==> src/rtl/logic_unit_pipe.sv <==
// Pipelined 8-operation bitwise logic unit: zero flag, valid/ready on both sides, saturating op counter.
// Define LOGIC_PARITY_EN to add the pipelined logic_parity output (XOR-reduction of the result).
module logic_unit_pipe #(
  parameter int WIDTH  = 16,
  parameter int STAGES = 2,
  parameter int CNT_W  = 16
) (
  input  logic             clk,
  input  logic             reset_n,
  input  logic [WIDTH-1:0] A,
  input  logic [WIDTH-1:0] B,
  input  logic [2:0]       ALU_FUN,
  input  logic             in_valid,
  output logic             in_ready,
  output logic [WIDTH-1:0] logic_out,
  output logic             logic_zero,
  output logic             logic_flag,
  input  logic             out_ready,
`ifdef LOGIC_PARITY_EN
  output logic             logic_parity,
`endif
  output logic [CNT_W-1:0] op_count
);

`ifdef LOGIC_PARITY_EN
  localparam int TAG_W = 2;
`else
  localparam int TAG_W = 1;
`endif
  localparam int WORD_W = WIDTH + TAG_W;

  function automatic logic [WIDTH-1:0] bit_op(input logic [2:0] fn,
                                              input logic [WIDTH-1:0] a,
                                              input logic [WIDTH-1:0] b);
    logic [WIDTH-1:0] r;
    case (fn)
      3'b000:  r = a & b;
      3'b001:  r = a | b;
      3'b010:  r = ~(a & b);
      3'b011:  r = ~(a | b);
      3'b100:  r = a ^ b;
      3'b101:  r = ~(a ^ b);
      3'b110:  r = ~a;
      default: r = a;
    endcase
    return r;
  endfunction

  // Result travels with its flag bit(s) above it: {parity, zero, result}.
  function automatic logic [WORD_W-1:0] pack_word(input logic [WIDTH-1:0] r);
`ifdef LOGIC_PARITY_EN
    return {^r, ~|r, r};
`else
    return {~|r, r};
`endif
  endfunction

  logic [WORD_W-1:0] word_p [STAGES];
  logic [STAGES-1:0] vld_p;
  logic [STAGES-1:0] adv;
  logic [WORD_W-1:0] word_in;
  logic              done;

  assign word_in = pack_word(bit_op(ALU_FUN, A, B));

  // A stage advances if it or any stage downstream of it is empty, or the output drains.
  always_comb begin
    logic go;
    go  = out_ready;
    adv = '0;
    for (int k = STAGES - 1; k >= 0; k--) begin
      go     = go || !vld_p[k];
      adv[k] = go;
    end
  end

  assign in_ready = adv[0];
  assign done     = logic_flag && out_ready;

  // stage 1 captures the computed word; stages 2..STAGES are pure delay
  always_ff @(posedge clk or negedge reset_n) begin
    if (!reset_n) begin
      vld_p    <= '0;
      op_count <= '0;
      for (int k = 0; k < STAGES; k++) word_p[k] <= '0;
    end else begin
      if (adv[0]) begin
        vld_p[0] <= in_valid;
        if (in_valid) word_p[0] <= word_in;
      end
      for (int k = 1; k < STAGES; k++) begin
        if (adv[k]) begin
          vld_p[k] <= vld_p[k-1];
          if (vld_p[k-1]) word_p[k] <= word_p[k-1];
        end
      end
      if (done && op_count != {CNT_W{1'b1}}) op_count <= op_count + CNT_W'(1);
    end
  end

  assign logic_out  = word_p[STAGES-1][WIDTH-1:0];
  assign logic_zero = word_p[STAGES-1][WIDTH];
  assign logic_flag = vld_p[STAGES-1];
`ifdef LOGIC_PARITY_EN
  assign logic_parity = word_p[STAGES-1][WIDTH+1];
`endif

endmodule

==> config.mk <==
export PLATFORM = sky130hd
export DESIGN_NAME = logic_unit_pipe
export DESIGN_NICKNAME = d
export VERILOG_FILES = /design/src/rtl/logic_unit_pipe.sv
export SDC_FILE = /design/constraint.sdc
export NUM_CORES = 1
export LEC_CHECK = 0
export BUFFER_PORTS_ARGS = -buffer_cell sky130_fd_sc_hd__buf_2
export CORE_ASPECT_RATIO = 2
export CORE_UTILIZATION = 40
export DETAILED_ROUTE_END_ITERATION = 16
export PLACE_DENSITY = 0.66
export SYNTH_ARGS = -nofsm -noshare
export SYNTH_HDL_FRONTEND = slang
export SYNTH_SLANG_ARGS = --single-unit
==> constraint.sdc <==
create_clock -name clk -period 4.3 [get_ports clk]
set_input_delay 0.43 -clock clk [delete_from_list [all_inputs] [get_ports clk]]
set_output_delay 0.43 -clock clk [all_outputs]
set_load 0.1 [all_outputs]
=== Word-level counts from Yosys, hierarchy flattened ===
Index checks and enable logic that the tools add are counted.

* Add/subtract/negate cells: 1
* Equal/unequal tests: 7
* Muxes and demuxes: 1
* Bitwise gates (word level): 7
* Reductions and logical operators: 11

{| class="wikitable"
|+ Operators by type and width
! kind !! count
|-
| one-hot mux 16 bit (7 select lines) || 1
|-
| NOT 16 bit || 4
|-
| adder 16 x 1 -> 16 bit, second input constant || 1
|-
| bitwise AND 16 bit || 1
|-
| != test 16 bit, second input constant || 1
|-
| bitwise OR 16 bit || 1
|-
| OR reduction 16 bit || 1
|-
| XOR 16 bit || 1
|-
| == test 3 bit, second input constant || 3
|-
| == test 3 x 2 -> 1 bit, second input constant || 2
|-
| AND reduction 2 bit || 2
|-
| == test 3 x 1 -> 1 bit, second input constant || 1
|-
| logical NOT 1 bit || 3
|-
| logical NOT 3 bit || 1
|-
| logical AND 1 bit || 2
|-
| logical OR 1 bit || 2
|}

* Bits in registers: 52
* Input bits: 39
* Output and inout bits: 35

=== Longest topological paths before layout ===
* Depth after elaboration: 5
* Depth in mapped cells: 9

=== Worst setup path before layout ===
Ideal clock, no wire load.

* Path type: flip-flop to flip-flop
* From: register vld_p[1]
* To: register word_p[27] in the netlist's numbering
* Library setup time: 0.125 ns
* Arrival time: 3.296 ns
* Slack: 0.880 ns
* Stages on the path, launching flop included: 5
* Path buffers: 1
* Cells stage by stage: dfrtp_1 > nand3b_1 > nand2_1 > clkbuf_1 > mux2_2

* Longest elaborated chain between the ends: 4

{| class="wikitable"
|+ Ends and longest elaborated chain
! item !! line !! text
|-
| start, declared || 59 || <nowiki>logic [STAGES-1:0] vld_p;</nowiki>
|-
| start signal, assigned by index || 93 || <nowiki>vld_p[k] <= vld_p[k-1];</nowiki>
|-
| logical NOT 1 bit || 72 || <nowiki>go = go || !vld_p[k];</nowiki>
|-
| logical OR 1 bit (2 in series) || 72 ||
|-
| net in_ready || 14 || <nowiki>output logic in_ready,</nowiki>
|-
| AND reduction 2 bit (no line) || -- ||
|-
| end signal, assigned by index || 94 || <nowiki>if (vld_p[k-1]) word_p[k] <= word_p[k-1];</nowiki>
|-
| end, declared || 58 || <nowiki>logic [WORD_W-1:0] word_p [STAGES];</nowiki>
|}

The timed path passes the listed nets, and every way through them passes these cells.
A chain may end at the register's enable or synchronous reset.

=== Final worst setup path ===
* From: input ALU_FUN[2]
* To: register word_p[33] in the netlist's numbering

* Longest elaborated chain between the ends: 4
* Elaborated cells between the ends (all ways): 10
* Classes of those cells: eq/ne (6); mux (1); reduce/logical (3)

{| class="wikitable"
|+ Ends and longest elaborated chain
! item !! line !! text
|-
| start, declared || 12 || <nowiki>input logic [2:0] ALU_FUN,</nowiki>
|-
| == test 3 bit (tied with other cells) || 36 || <nowiki>case (fn)</nowiki>
|-
| one-hot mux 16 bit (7 select lines) * || 36 ||
|-
| OR reduction 16 bit * || 54 || <nowiki>return {~|r, r};</nowiki>
|-
| logical NOT 1 bit * || 54 ||
|}

Every way passes the cells marked *; elsewhere a longest branch is shown, timed or not.

==> results.py <==
metrics = {
    "outcome": {
        "run_status": "complete, no violations",
    },
    "sta": {
        "fin_crit_sh": 0.588,
        "post-route-min-period_ns": 2.53,
        "rsz0062_at_grt": "false",
        "max-slew-margin-rel": 0.367,
        "finalHoldViolations": 0,
        "skew_ns": 0.00183,
        "holdWs_ns": 0.258,
        "drv_slew": 0,
        "tightest_slew_ns": 0.950,
        "setup_viol": 0,
        "setup-tns-final_ns": 0,
        "timing.fmax_mhz": 395,
    },
    "clock_network": {
        "clk_path_buf_depth": 2,
        "cts_root_buf": "clkbuf_16",
        "cts_buffers": 5,
        "ctsHoldBuffers": 0,
        "clock_latency_ns": 0.28,
        "cts_tree": "done",
        "cts_setup_buffers": 0,
        "cts_resized": 0,
        "clkSinkCount": 52,
        "path_clk_slew_ns": 0.06,
        "h-tree-depth": 2,
    },
    "critical_path": {
        "cp_num_buf_inv": 2,
        "crit_chain": "buf_2 > buf_4 > mux2_1 > o22ai_1 > a221oi_1 > nor2_1 > nand4_1 > o31ai_2",
        "reg2reg_slack_ns": 2.28,
        "required_ns": 4.50,
        "worst_setup_path_start_kind": "input port",
        "cp_max_fo": 47,
        "critPathKind": "input port to register",
        "reg2reg_depth": 5,
        "cp.arrival_ns": 2.73,
        "cp_slowest_cell": "buf_2",
        "worst_path_largest_cell_delay_ns": 0.71,
        "crit_family": "buffers and inverters",
        "endpoint_kind": "register",
        "rr_startpoint": "vld_p[1]",
        "reg2reg_to": "word_p[33]",
    },
    "yosys": {
        "seq_area_frac_synth": 0.325,
        "postSynthAreaPerCell_um2": 10.1,
        "ys_warn_count": 0,
        "syn-num-nets": 468,
        "ys_types": 54,
        "synth-async-reset-ratio": 1.00,
        "syn_area_mm2": 0.00401,
        "synthCells": 396,
        "synth-seq-cells": 52,
        "synth_edf_count": 0,
        "ys.flop_type": "dfrtp_1",
    },
    "placed_design": {
        "dp_hpwl_um": 5940,
        "numPortBuffers": 73,
        "globalplace.congestion": 0.781,
    },
    "detailed_routing": {
        "wl_um": 7450,
        "vias": 2871,
        "drc_errors": 0,
        "wl_per_cell_um": 13.0,
        "via_per_inst": 4.99,
        "ant_nets": 0,
        "drtIter0Drc": 78,
        "dr.pass1.iters": 4,
    },
    "power_and_ir_drop": {
        "power_switching_share": 0.494,
        "clkPwrFrac": 0.179,
        "seqPwrFrac": 0.326,
        "power_uw": 2040,
        "internal-power_uw": 1030,
        "ir_worst_vdd_mv": 0.448,
        "switchingPower_uw": 1010,
        "comb_power_share": 0.495,
        "power_density_mw_per_mm2": 464,
        "leakagePower_uw": 0.00219,
    },
    "final_layout": {
        "area_growth_pct": 9.89,
        "layout_commonest_cell": "buf_2",
        "final_cell_mix": "buf_2 (73), dfrtp_1 (52), inv_1 (38)",
        "regArea_mm2": 0.00130,
        "final_nets": 515,
        "num_antenna_cells": 0,
        "drive_gt1_frac": 0.262,
        "multiInputGateArea_mm2": 0.00228,
        "n_fill_cell": 948,
    },
    "global_route": {
        "grt_usage": 0.153,
        "antenna_found_initial": 0,
        "overflow": 0,
        "grt_pass1_wl_um": 12800,
        "grt_max_degree": 53,
        "grt_pass1_vias": 2800,
    },
    "floorplan": {
        "rows": 51,
        "die_h_um": 144,
        "ioPinCount": 74,
        "core_mm2": 0.00976,
        "die-area_mm2": 0.0105,
        "start_util": 0.411,
        "die_w_um": 72.8,
    },
    "job": {
        "cap_violations": 0,
    },
    "hold_path": {
        "hp-class": "input port to asynchronous set/reset pin",
    },
}
[cell usage after synthesis (2+ instances only)]
| cell type | number | share of area |
|---|---|---|
| xor2_1 | 9 | 0.020 |
| dfrtp_1 | 52 | 0.32 |
| a21oi_1 | 7 | 0.0087 |
| nand3_1 | 10 | 0.012 |
| mux2_2 | 23 | 0.065 |
| nor2_2 | 2 | 0.0031 |
| nand2b_1 | 8 | 0.012 |
| and4_1 | 2 | 0.0044 |
| buf_12 | 2 | 0.010 |
| a21o_1 | 4 | 0.0075 |
| a211oi_1 | 6 | 0.011 |
| o22ai_1 | 4 | 0.0062 |
| buf_2 | 5 | 0.0062 |
| and3_1 | 3 | 0.0047 |
| mux2i_1 | 26 | 0.065 |
| nand4_1 | 4 | 0.0062 |
| inv_1 | 38 | 0.036 |
| nand2_1 | 25 | 0.023 |
| mux2_1 | 19 | 0.053 |
| o21ai_0 | 11 | 0.014 |
| clkbuf_1 | 4 | 0.0037 |
| o21ai_1 | 8 | 0.010 |
| a221oi_1 | 3 | 0.0066 |
| buf_4 | 19 | 0.036 |
| a22oi_1 | 3 | 0.0056 |
| buf_6 | 4 | 0.011 |
| nor3_1 | 4 | 0.0050 |
| xnor2_1 | 15 | 0.033 |
| o221ai_1 | 3 | 0.0066 |
| a31oi_1 | 2 | 0.0031 |
| ha_1 | 33 | 0.10 |
| nor2_1 | 16 | 0.015 |
[cells by family (layout without fill, tap and decap cells)]
family | Yosys count | after routing | share of synthesized area
simple gates | 83 | 83 | 0.108
buf+inv | 73 | 120 | 0.106
mux | 69 | 69 | 0.189
compound gates | 62 | 62 | 0.118
flops | 52 | 52 | 0.325
fa+ha+maj | 33 | 33 | 0.103
xor+xnor | 24 | 24 | 0.0524
[sequential cells by signal (all words and copies together), names as in the netlist]
signal,count
word_p,17
logic_out,16
op_count,16
logic_zero,1
vld_p,2
[final cells by class]
class                      count  share of cell area
clock inverter                 1             0.00114
clock buffer                   6              0.0293
multi-input combinational    271               0.518
sequential                    52               0.295
timing repair buffer          75              0.0863
tap                          132              0.0375
inverter                      38              0.0324
[layer usage]
| layer | wire length (um) | GRT usage | vias to the layer above |
|---|---|---|---|
| li1 | - | - | 1453 |
| met2 | 3970 | 0.294 | 57 |
| met3 | 257 | 0.0231 | 10 |
| met5 | 0 | 0 | - |
| met1 | 3100 | 0.165 | 1351 |
| met4 | 126 | 0.0526 | 0 |
[how the worst max path moves through the flow]
stage | startpoint | to | slack (ns) | depth (start not counted)
after floorplan | vld_p[1] | word_p[27] | 0.88 | 4
after global routing | ALU_FUN[2] | word_p[33] | 1.58 | 8
after global placement | ALU_FUN[2] | word_p[33] | 1.55 | 8
after CTS | ALU_FUN[2] | word_p[33] | 1.80 | 8
final | ALU_FUN[2] | word_p[33] | 1.77 | 8
after detailed placement | ALU_FUN[2] | word_p[33] | 1.51 | 8
[power by group through the flow]
stage               logic, uW  clock network [uW]  registers (uW)
floorplan                 715                   0             872
global placement         1010                   0             673
detailed placement       1020                   0             677
CTS                      1020                 382             668
global route             1070                 401             681
finish                   1010                 366             666
[metrics by stage]
step | setup WS, ns | area, um^2 | utilization | instances
after floorplan | 0.880 | 4010 | - | 396
after global placement | 1.55 | 4270 | 0.438 | 568
after detailed placement | 1.51 | 4270 | 0.438 | 568
after CTS | 1.80 | 4410 | 0.451 | 575
after global routing | 1.58 | 4410 | 0.451 | 575
final | 1.77 | 4410 | 0.451 | 575
Power figures use the tool's default switching activity.
